$ cat config.mk
export PLATFORM = sky130hd
export DESIGN_NAME = multi_lane_referee
export DESIGN_NICKNAME = d
export VERILOG_FILES = /design/src/rtl/game_pkg.sv /design/src/rtl/lane_lfsr.sv /design/src/rtl/multi_lane_referee.sv
export SDC_FILE = /design/constraint.sdc
export NUM_CORES = 1
export LEC_CHECK = 0
export BUFFER_PORTS_ARGS = -buffer_cell sky130_fd_sc_hd__buf_2
export CORE_MARGIN = 3
export CORE_UTILIZATION = 59
export DETAILED_ROUTE_END_ITERATION = 10
export HOLD_SLACK_MARGIN = 0.02
export PLACE_DENSITY = 0.81
export SLEW_MARGIN = 5
export SYNTH_ARGS = -nofsm -noshare
export SYNTH_HDL_FRONTEND = slang
export SYNTH_HIERARCHICAL = 1
export SYNTH_SLANG_ARGS = --single-unit
$ cat constraint.sdc
create_clock -name clk -period 2.85 [get_ports clk]
set_input_delay 0.1425 -clock clk [delete_from_list [all_inputs] [get_ports clk]]
set_output_delay 0.1425 -clock clk [all_outputs]
set_load 0.01 [all_outputs]
$ cat src/rtl/game_pkg.sv
// ============================================================================
// Module      : game_pkg
// Description : Shared types and constants for the multi-lane referee.
// Revision    : 1.0 - initial release
// ============================================================================
`default_nettype none

package game_pkg;

    typedef enum logic [1:0] {
        ST_IDLE   = 2'd0,
        ST_RUN    = 2'd1,
        ST_INVINC = 2'd2,
        ST_OVER   = 2'd3
    } state_t;

    localparam int         COORD_W_DEF = 10;
    localparam int         BLK_H_W     = 6;
    localparam logic [5:0] BLK_H_BASE  = 6'd16;

    // Respawn height: 16 + 8*sel, giving 16/24/32/40 pixels.
    function automatic logic [BLK_H_W-1:0] blk_height(input logic [1:0] sel);
        return BLK_H_BASE + {1'b0, sel, 3'b000};
    endfunction

endpackage

`default_nettype wire

$ cat src/rtl/lane_lfsr.sv
// ============================================================================
// Module      : lane_lfsr
// Description : 8-bit Fibonacci LFSR (taps 8,6,5,4), advances when enabled.
// Revision    : 1.0 - initial release
// ============================================================================
`default_nettype none

module lane_lfsr #(
    parameter logic [7:0] SEED = 8'hA5
) (
    input  logic       clk,
    input  logic       rst_n,
    input  logic       i_en,
    output logic [1:0] o_bits
);

    logic [7:0] r_state;
    logic       w_fb;

    assign w_fb   = r_state[7] ^ r_state[5] ^ r_state[4] ^ r_state[3];
    assign o_bits = r_state[1:0];

    always_ff @(posedge clk or negedge rst_n) begin
        if (!rst_n) begin
            r_state <= SEED;
        end else if (i_en) begin
            r_state <= {r_state[6:0], w_fb};
        end
    end

endmodule

`default_nettype wire

$ cat src/rtl/multi_lane_referee.sv
// ============================================================================
// Module      : multi_lane_referee
// Description : Side-scroller referee: moves obstacle lanes and the square,
//               detects collisions, tracks lives. REFEREE_SCORE_EN adds o_score.
// Revision    : 1.0 - initial release
// ============================================================================
`default_nettype none

module multi_lane_referee
    import game_pkg::*;
#(
    parameter int LANES        = 4,
    parameter int COORD_W      = COORD_W_DEF,
    parameter int SCREEN_W     = 640,
    parameter int SQ_X         = 100,
    parameter int SQ_SIZE      = 32,
    parameter int Y_TOP        = 200,
    parameter int Y_FLOOR      = 400,
    parameter int BLK_W        = 32,
    parameter int SPEED        = 4,
    parameter int SPACING      = 160,
    parameter int LIVES        = 3,
    parameter int INVINC_TICKS = 64
) (
    input  logic                       clk,
    input  logic                       rst_n,
    input  logic                       i_tick,
    input  logic                       i_start,
    input  logic                       i_jump,
    output logic [LANES*COORD_W-1:0]   o_block_x,
    output logic [LANES*BLK_H_W-1:0]   o_block_h,
    output logic [COORD_W-1:0]         o_square_y,
    output logic [1:0]                 o_lives_left,
    output logic                       o_hurt,
    output logic                       o_invincible,
    output logic                       o_over
`ifdef REFEREE_SCORE_EN
    ,
    output logic [15:0]                o_score
`endif
);

    localparam int XW     = COORD_W + 1;
    localparam int CNT_W  = $clog2(INVINC_TICKS + 1);

    localparam logic [COORD_W-1:0] c_screen_x   = COORD_W'(SCREEN_W);
    localparam logic [COORD_W-1:0] c_speed      = COORD_W'(SPEED);
    localparam logic [COORD_W-1:0] c_y_top      = COORD_W'(Y_TOP);
    localparam logic [COORD_W-1:0] c_y_floor    = COORD_W'(Y_FLOOR);
    localparam logic [XW-1:0]      c_sq_left    = XW'(SQ_X);
    localparam logic [XW-1:0]      c_sq_right   = XW'(SQ_X + SQ_SIZE);
    localparam logic [XW-1:0]      c_floor_sum  = XW'(Y_FLOOR + SQ_SIZE);
    localparam logic [1:0]         c_lives      = 2'(LIVES);
    localparam logic [CNT_W-1:0]   c_inv_last   = CNT_W'(INVINC_TICKS - 1);

    state_t               r_state;
    state_t               w_next;
    logic [COORD_W-1:0]   r_y;
    logic [COORD_W-1:0]   w_y_next;
    logic [XW-1:0]        w_y_ext;
    logic [1:0]           r_lives;
    logic                 r_hurt;
    logic [CNT_W-1:0]     r_cnt;
    logic                 r_start_low;
    logic [LANES-1:0]     w_hit_vec;
    logic                 w_any_hit;
    logic                 w_move;
    logic                 w_hit;
    logic                 w_restart;
`ifdef REFEREE_SCORE_EN
    logic [LANES-1:0]     w_wrap_vec;
    logic [15:0]          r_score;
    logic [4:0]           w_wraps;
    logic [16:0]          w_score_sum;
`endif

    assign w_any_hit = |w_hit_vec;
    assign w_move    = i_tick && ((r_state == ST_RUN) || (r_state == ST_INVINC));
    assign w_hit     = i_tick && (r_state == ST_RUN) && w_any_hit;
    assign w_restart = i_tick && (r_state == ST_OVER) && i_start && r_start_low;
    assign w_y_ext   = {1'b0, r_y};

    always_ff @(posedge clk or negedge rst_n) begin
        if (!rst_n) begin
            r_state <= ST_IDLE;
        end else begin
            r_state <= w_next;
        end
    end

    always_comb begin
        w_next = r_state;
        case (r_state)
            ST_IDLE:   if (i_tick && i_start) w_next = ST_RUN;
            ST_RUN:    if (w_hit) w_next = (r_lives > 2'd1) ? ST_INVINC : ST_OVER;
            ST_INVINC: if (i_tick && (r_cnt == c_inv_last)) w_next = ST_RUN;
            ST_OVER:   if (w_restart) w_next = ST_IDLE;
            default:   w_next = ST_IDLE;
        endcase
    end

    always_comb begin
        w_y_next = r_y;
        if (i_jump) begin
            w_y_next = (w_y_ext < ({1'b0, c_y_top} + XW'(2))) ? c_y_top : r_y - COORD_W'(2);
        end else begin
            w_y_next = ((w_y_ext + XW'(2)) > {1'b0, c_y_floor}) ? c_y_floor : r_y + COORD_W'(2);
        end
    end

    generate
        for (genvar i = 0; i < LANES; i++) begin : g_lane
            localparam logic [COORD_W-1:0] c_init_x = COORD_W'(SCREEN_W + i * SPACING);

            logic [COORD_W-1:0] r_x;
            logic [BLK_H_W-1:0] r_h;
            logic [XW-1:0]      w_x_ext;
            logic               w_wrap;
            logic [1:0]         w_bits;

            assign w_x_ext = {1'b0, r_x};
            assign w_wrap  = (r_x < c_speed);

            // Evaluated on registered values so the hit and the move share one TICK.
            assign w_hit_vec[i] = (w_x_ext < c_sq_right) &&
                                  ((w_x_ext + XW'(BLK_W)) > c_sq_left) &&
                                  ((w_y_ext + XW'(SQ_SIZE)) > (c_floor_sum - XW'(r_h)));

            lane_lfsr #(
                .SEED (8'hA5 ^ 8'(i))
            ) u_lfsr (
                .clk    (clk),
                .rst_n  (rst_n),
                .i_en   (w_move),
                .o_bits (w_bits)
            );

            always_ff @(posedge clk or negedge rst_n) begin
                if (!rst_n) begin
                    r_x <= c_init_x;
                    r_h <= BLK_H_BASE;
                end else if (w_restart) begin
                    r_x <= c_init_x;
                    r_h <= BLK_H_BASE;
                end else if (w_move) begin
                    if (w_wrap) begin
                        r_x <= c_screen_x;
                        r_h <= blk_height(w_bits);
                    end else begin
                        r_x <= r_x - c_speed;
                    end
                end
            end

            assign o_block_x[i*COORD_W +: COORD_W] = r_x;
            assign o_block_h[i*BLK_H_W +: BLK_H_W] = r_h;
`ifdef REFEREE_SCORE_EN
            assign w_wrap_vec[i] = w_move && w_wrap;
`endif
        end
    endgenerate

    always_ff @(posedge clk or negedge rst_n) begin
        if (!rst_n) begin
            r_y         <= c_y_floor;
            r_lives     <= c_lives;
            r_hurt      <= 1'b0;
            r_cnt       <= '0;
            r_start_low <= 1'b0;
        end else begin
            r_hurt <= w_hit;
            if (w_restart) begin
                r_y     <= c_y_floor;
                r_lives <= c_lives;
            end else begin
                if (w_move) r_y <= w_y_next;
                if (w_hit)  r_lives <= r_lives - 2'd1;
            end
            if (r_state != ST_INVINC) begin
                r_cnt <= '0;
            end else if (i_tick) begin
                r_cnt <= r_cnt + CNT_W'(1);
            end
            // Re-arming requires START to be seen low on a TICK while in OVER.
            if (r_state != ST_OVER) begin
                r_start_low <= 1'b0;
            end else if (i_tick && !i_start) begin
                r_start_low <= 1'b1;
            end
        end
    end

`ifdef REFEREE_SCORE_EN
    always_comb begin
        w_wraps = '0;
        for (int k = 0; k < LANES; k++) begin
            w_wraps = w_wraps + 5'(w_wrap_vec[k]);
        end
    end

    assign w_score_sum = {1'b0, r_score} + 17'(w_wraps);

    always_ff @(posedge clk or negedge rst_n) begin
        if (!rst_n) begin
            r_score <= '0;
        end else if (w_score_sum > 17'h0FFFF) begin
            r_score <= 16'hFFFF;
        end else begin
            r_score <= w_score_sum[15:0];
        end
    end

    assign o_score = r_score;
`endif

    assign o_square_y   = r_y;
    assign o_lives_left = r_lives;
    assign o_hurt       = r_hurt;
    assign o_invincible = (r_state == ST_INVINC);
    assign o_over       = (r_state == ST_OVER);

endmodule

`default_nettype wire
* Word level (Yosys, flattened, before mapping)
Cells that the tools add are included.
** Word-level totals
- Register bits :: 119
- Bits of input ports :: 5
- Output and inout bits :: 79
- Word-level logic and storage cells :: 156
** Cells by class
- Add/subtract/negate cells :: 22
- $lt $le $gt $ge :: 19
- Equal/unequal tests :: 10
- Multiplexer cells :: 41
- Bitwise logic cells :: 12
- Reductions and logical operators :: 34
** Operators by type and width (number)
- 10-bit two-way mux :: 17
- 6-bit two-way mux :: 12
- 10-bit by 6-bit adder with 11-bit output (second input constant) :: 5
- 10-bit by 8-bit < comparator with 1-bit output (second input constant) :: 5
- 11-bit > comparator :: 4
- 11-bit by 7-bit > comparator with 1-bit output (second input constant) :: 4
- 10-bit by 3-bit < comparator with 1-bit output (second input constant) :: 4
- 10-bit by 3-bit subtractor with 10-bit output (second input constant) :: 4
- 9-bit by 6-bit subtractor with 10-bit output (first input constant) :: 4
- 5-bit by 5-bit adder with 6-bit output (first input constant) :: 4
- 1-bit logical AND :: 17
- 2-bit nonzero test :: 8
- 7-bit two-way mux :: 2
- 2-bit two-way mux :: 6
- 1-bit XOR :: 12
- 10-bit by 2-bit adder with 11-bit output (second input constant) :: 1
- 11-bit by 9-bit > comparator with 1-bit output (second input constant) :: 1
- 10-bit by 2-bit adder with 10-bit output (second input constant) :: 1
- 10-bit by 2-bit subtractor with 10-bit output (second input constant) :: 1
- 2-bit inequality test (second input constant) :: 4
- 2-bit one-hot mux with 4 select lines :: 1
- 2-bit AND reduction :: 4
- 7-bit by 1-bit adder with 7-bit output (second input constant) :: 1
- 7-bit by 6-bit equality test with 1-bit output (second input constant) :: 1
- 11 further kinds :: 15

* Logic depth before layout (Yosys ltp)
- Word-level depth :: 8
- Depth in mapped cells :: 10
- Depth with buffers taken out :: 10

* Cells and area by module
The synthesis kept the hierarchy.
** By module, submodules not included
- multi_lane_referee :: instances 1, cells each 571, area an instance 4993.5 um2, sequential area each 1676.6 um2
- lane_lfsr (g_lane[0].u_lfsr ...) :: instances 2, cells each 23, area an instance 339.1 um2, sequential area each 205.2 um2
- lane_lfsr (g_lane[2].u_lfsr) :: instances 1, cells each 23, area an instance 340.3 um2, sequential area each 206.4 um2
- lane_lfsr (g_lane[1].u_lfsr) :: instances 1, cells each 23, area an instance 337.8 um2, sequential area each 203.9 um2

* Least setup slack after synthesis
Ideal clock, no wire load.
- Path type :: register -> register
- From :: reg r_y[5], in the netlist o_square_y[5]
- To :: reg r_lives[1], in the netlist o_lives_left[1]
- Arrival time :: 2404 ps
- Slack :: 365 ps
- Stages on the path, launching flop included :: 10
- Buffers on the path :: 0
- Clock period less this slack :: 2485 ps
- Cells stage by stage :: dfrtp_1 inv_2 ha_1 ha_1 a211o_1 o21ai_0 o21ai_0 a32oi_1 a21oi_4 o211ai_1
** On the way
- Longest elaborated chain between the ends :: 6
- Elaborated cells on any way between the ends :: 12
- Those cells by class :: add/sub (1); order compare (4); reduce/logical (7)
** Ends and longest elaborated chain
- start: declaration :: line multi_lane_referee.sv:58 : logic [COORD_W-1:0] r_y;
- start signal: assignment :: line multi_lane_referee.sv:165 : r_y <= c_y_floor;
- start signal: assignment :: line multi_lane_referee.sv:173 : r_y <= c_y_floor;
- start signal: assignment :: line multi_lane_referee.sv:176 : if (w_move) r_y <= w_y_next;
- 10-bit by 6-bit adder with 11-bit output * :: line multi_lane_referee.sv:127 : ((w_y_ext + XW'(SQ_SIZE)) > (c_floor_sum - XW'(r_h)));
- 11-bit > comparator :: line multi_lane_referee.sv:127
- 1-bit logical AND :: line multi_lane_referee.sv:126 : ((w_x_ext + XW'(BLK_W)) > c_sq_left) &&
- 4-bit OR reduction * :: line multi_lane_referee.sv:77 : assign w_any_hit = |w_hit_vec;
- 1-bit logical AND * :: line multi_lane_referee.sv:79 : assign w_hit = i_tick && (r_state == ST_RUN) && w_any_hit;
- via w_hit :: line multi_lane_referee.sv:68 : logic w_hit;
- 2-bit nonzero test (no source line) *
- end signal: assignment :: line multi_lane_referee.sv:166 : r_lives <= c_lives;
- end signal: assignment :: line multi_lane_referee.sv:174 : r_lives <= c_lives;
- end signal: assignment :: line multi_lane_referee.sv:177 : if (w_hit) r_lives <= r_lives - 2'd1;
- end: declaration :: line multi_lane_referee.sv:61 : logic [1:0] r_lives;
The timed path passes the listed nets; every way through them passes the cells marked *.
A chain may end at the register's enable or synchronous reset.

* Worst setup path after layout
- From :: reg r_y[5], in the netlist o_square_y[5]
- To :: reg r_lives[0], in the netlist o_lives_left[0]
The elaborated chain is that of the path after synthesis.

==> run summary <==
Status - complete, no violations
CP max stage delay - 520 ps
Worst skew pair latency - 370 ps
# port buffers - 62
Final Max Tran Viols - 0
Vias/cell - 5.95
Die footprint - 0.0120 mm^2
Switch Pwr - 3.76 mW
Ys flop type - dfrtp_1
Pin count of the biggest net entering global routing - 51
Register share of total power - 35.8%
Area Overhead vs Synth - 8.65%
EDFF count, synth - 0
Fillcell total - 842
Max Clk Rate - 0.374 GHz
Crit-path cells - ha_1 -> xor2_1 -> ha_1 -> nand4_1 -> o22ai_1 -> o21ai_0 -> a32oi_2 -> a21oi_4 -> mux2i_1
Critical path data arrival time - 2980 ps
Rows - 37
Period utilization - 93.8%
WP data required - 3160 ps
Cell count after synthesis - 663
Fin. Hold Viols - 0
Routed WL - 14000 um
Ys Warns - 6
Worst hold path class - in -> reg
Drt initial violations - 349
DRC errors left - 0
P_int - 4.64 mW
Fin nets - 782
Post-Syn Area - 0.00635 mm^2
GRT overflow - 0
Via count - 5106
Switching share of power - 44.8%
Synth area leader - dfrtp_1
Ports - 84
Sequential share of the synthesized area - 39.3%
Logic pwr share - 54.2%
CP max-delay cell - dfrtp_1
Area fraction of the dominant cell type after synthesis - 24.4%
Startpoint types - flop
Chip Height - 110 um
Finish-stage setup viols - 0
Worst VDD drop - 759 uV
Critical Path Sink Type - flop
Die X - 110 um
Initial core utilization - 61.0%
Worst-case clock skew - 11.4 ps
CP Buf/Inv Count - 0
Post-synth ARST share - 100%
Sink Count - 98
Initial DRT Pass Iterations - 5
Distinct cells, synth - 65
Synthesized area per cell - 9.58 um^2
Max_slew headroom - 53.7%
Routed Antenna Nets - 0
Synth area leaders - dfrtp_1, dfstp_2, ha_1
Crit Path Class - reg -> reg
Transition time of the tightest slew-check pin - 688 ps
DR WL/cell - 16.4 um
Share of layout cells above drive strength 1 - 23.8%
Clock root buffer - clkbuf_8
Placer Congestion - 0.899
Post-CTS Repair Setup Buffers - 0
Gr usage total - 24.3%
Post-synthesis register bit count - 98
Max-cap violations - 0
Clk buf depth - 2
PwrDens - 1220 mW/mm^2
First-pass GRT wire length - 23100 um
Cts bufs inserted - 9
Clock share of power - 10.0%
DPL Wire Length - 10300 um
Period minus WS final - 2670 ps
Max H-tree Level - 3
Core ar. - 0.0104 mm^2
Crit-path max FO - 9
Post-Layout Cell Count - 858
Worst-path clk slew - 90 ps
Top cell by count, worst path - ha_1
TritonCTS clock tree - built
Post-layout util - 66.2%
Diode count - 0
DP Cell Count - 841
Vias in the first global route - 4919
Initial antenna violation count - 0
Kind of cell adding the most delay to the critical path - compound AO/OA/AOI/OAI gates
Leakage - 3.08 nW
## state kept, by name (all words and copies together), names as in the netlist
signal,count
r_state,2
r_start_low,1
o_hurt,1
g_lane.u_lfsr/r_state,32
o_square_y,9
g_lane.r_x,32
o_lives_left,2
r_cnt,7
g_lane.r_h,12
## area by class of cell
class | instances | area [um^2] | area share [%]
Sequential cell | 98 | 2500 | 36.2
Clock inverter | 4 | 26.3 | 0.381
Multi-Input combinational cell | 495 | 3450 | 50.1
Clock buffer | 12 | 155 | 2.25
Inverter | 34 | 128 | 1.85
Timing Repair Buffer | 79 | 468 | 6.78
Tap cell | 136 | 170 | 2.47
## power by group through the flow
| stage | registers [mW] | clock network (mW) | logic [mW] |
|---|---|---|---|
| final | 3.01 | 0.840 | 4.55 |
| after global routing | 3.12 | 0.921 | 5.11 |
| after CTS | 3.00 | 0.867 | 4.53 |
| after detailed placement | 3.01 | 0 | 4.49 |
| after global placement | 2.94 | 0 | 4.30 |
| after floorplan | 2.95 | 0 | 3.28 |
## kinds of logic (layout without fill, tap and decap cells)
kind of cell | after synthesis | after routing | synth area share (%)
adder cells (fa/ha/maj) | 60 | 60 | 11.8
XOR/XNOR | 32 | 32 | 4.41
flip-flops | 98 | 98 | 39.3
AO/OA/AOI/OAI | 148 | 148 | 15.4
AND/OR/NAND/NOR | 201 | 201 | 15.6
other | 1 | 21 | 0.0591
buffers and inverters | 90 | 129 | 7.63
multiplexers | 33 | 33 | 5.75
## worst min-delay path, stage by stage
cell	delay, ps
buf_2	130
a21oi_1	60
o22a_1	160
## stage by stage
stage | hold WS [ps] | setup slack (ps) | setup TNS, ps | power, mW | cell area [um^2]
2_1_floorplan | -153 | 365 | 0 | 6.23 | 6420
3_3_place_gp | 193 | 259 | 0 | 7.24 | 6700
3_5_place_dp | 204 | 192 | 0 | 7.51 | 6700
4_1_cts | 95.8 | 161 | 0 | 8.39 | 6890
5_1_grt | 121 | -36.6 | -51.5 | 9.16 | 6900
6_report | 116 | 177 | 0 | 8.40 | 6900
## synth_stat cells (7+ instances only)
library cell  count
xnor2_1          24
o211ai_1          9
dfrtp_1          62
a21oi_1          43
nor2_1           44
dfstp_2          36
clkbuf_1         19
buf_2             7
o21ai_0          36
mux2_2           28
inv_1            33
ha_1             60
buf_4            29
nor3_1           31
nand4_1          13
nand3_1          23
nand2_1          48
xor2_1            8
or3_1             7
## cell usage in the layout (no fill, tap or decap), types with 13 or more instances in the layout
cell	Yosys	layout
a21oi_1	43	43
buf_2	7	61
buf_4	29	15
conb_1	1	21
dfrtp_1	62	61
dfstp_2	36	36
ha_1	60	60
inv_1	33	33
mux2_2	28	28
nand2_1	48	48
nand3_1	23	23
nand4_1	13	13
nor2_1	44	43
nor3_1	31	31
o21ai_0	36	36
xnor2_1	24	24
## timing repair
item                       CTS  global route
hold buffers                 1             0
setup endpoints to repair    0             3
hold endpoints to repair    29             0
gates resized for setup      0             3
## worst paths after layout
check                      slack [ps]                   startpoint                     endpoint  depth (start not counted)
min in group asynchronous         330                        rst_n                o_square_y[3]                          2
hold reg to reg                   510  g_lane[2].u_lfsr/r_state[0]  g_lane[2].u_lfsr/r_state[0]                          2
setup reg to reg                  180                o_square_y[5]              o_lives_left[0]                          9
hold / removal                    120                       i_jump                o_square_y[4]                          3
max in group asynchronous        1780                        rst_n             g_lane[2].r_x[9]                          3
setup / recovery                  180                o_square_y[5]              o_lives_left[0]                          9
## per-layer routing
metal  share of wire (%)  wire length (um)  GRT usage (%)  vias to the layer above
li1                    -                 -              -                     2454
met1                  43              6080           30.5                     2459
met2                  49              6890           41.2                      162
met3                 5.5               767           5.05                       31
met4                 2.2               304           8.99                        0
met5                   0                 0              0                        -
(Power assumes the default switching activity.)
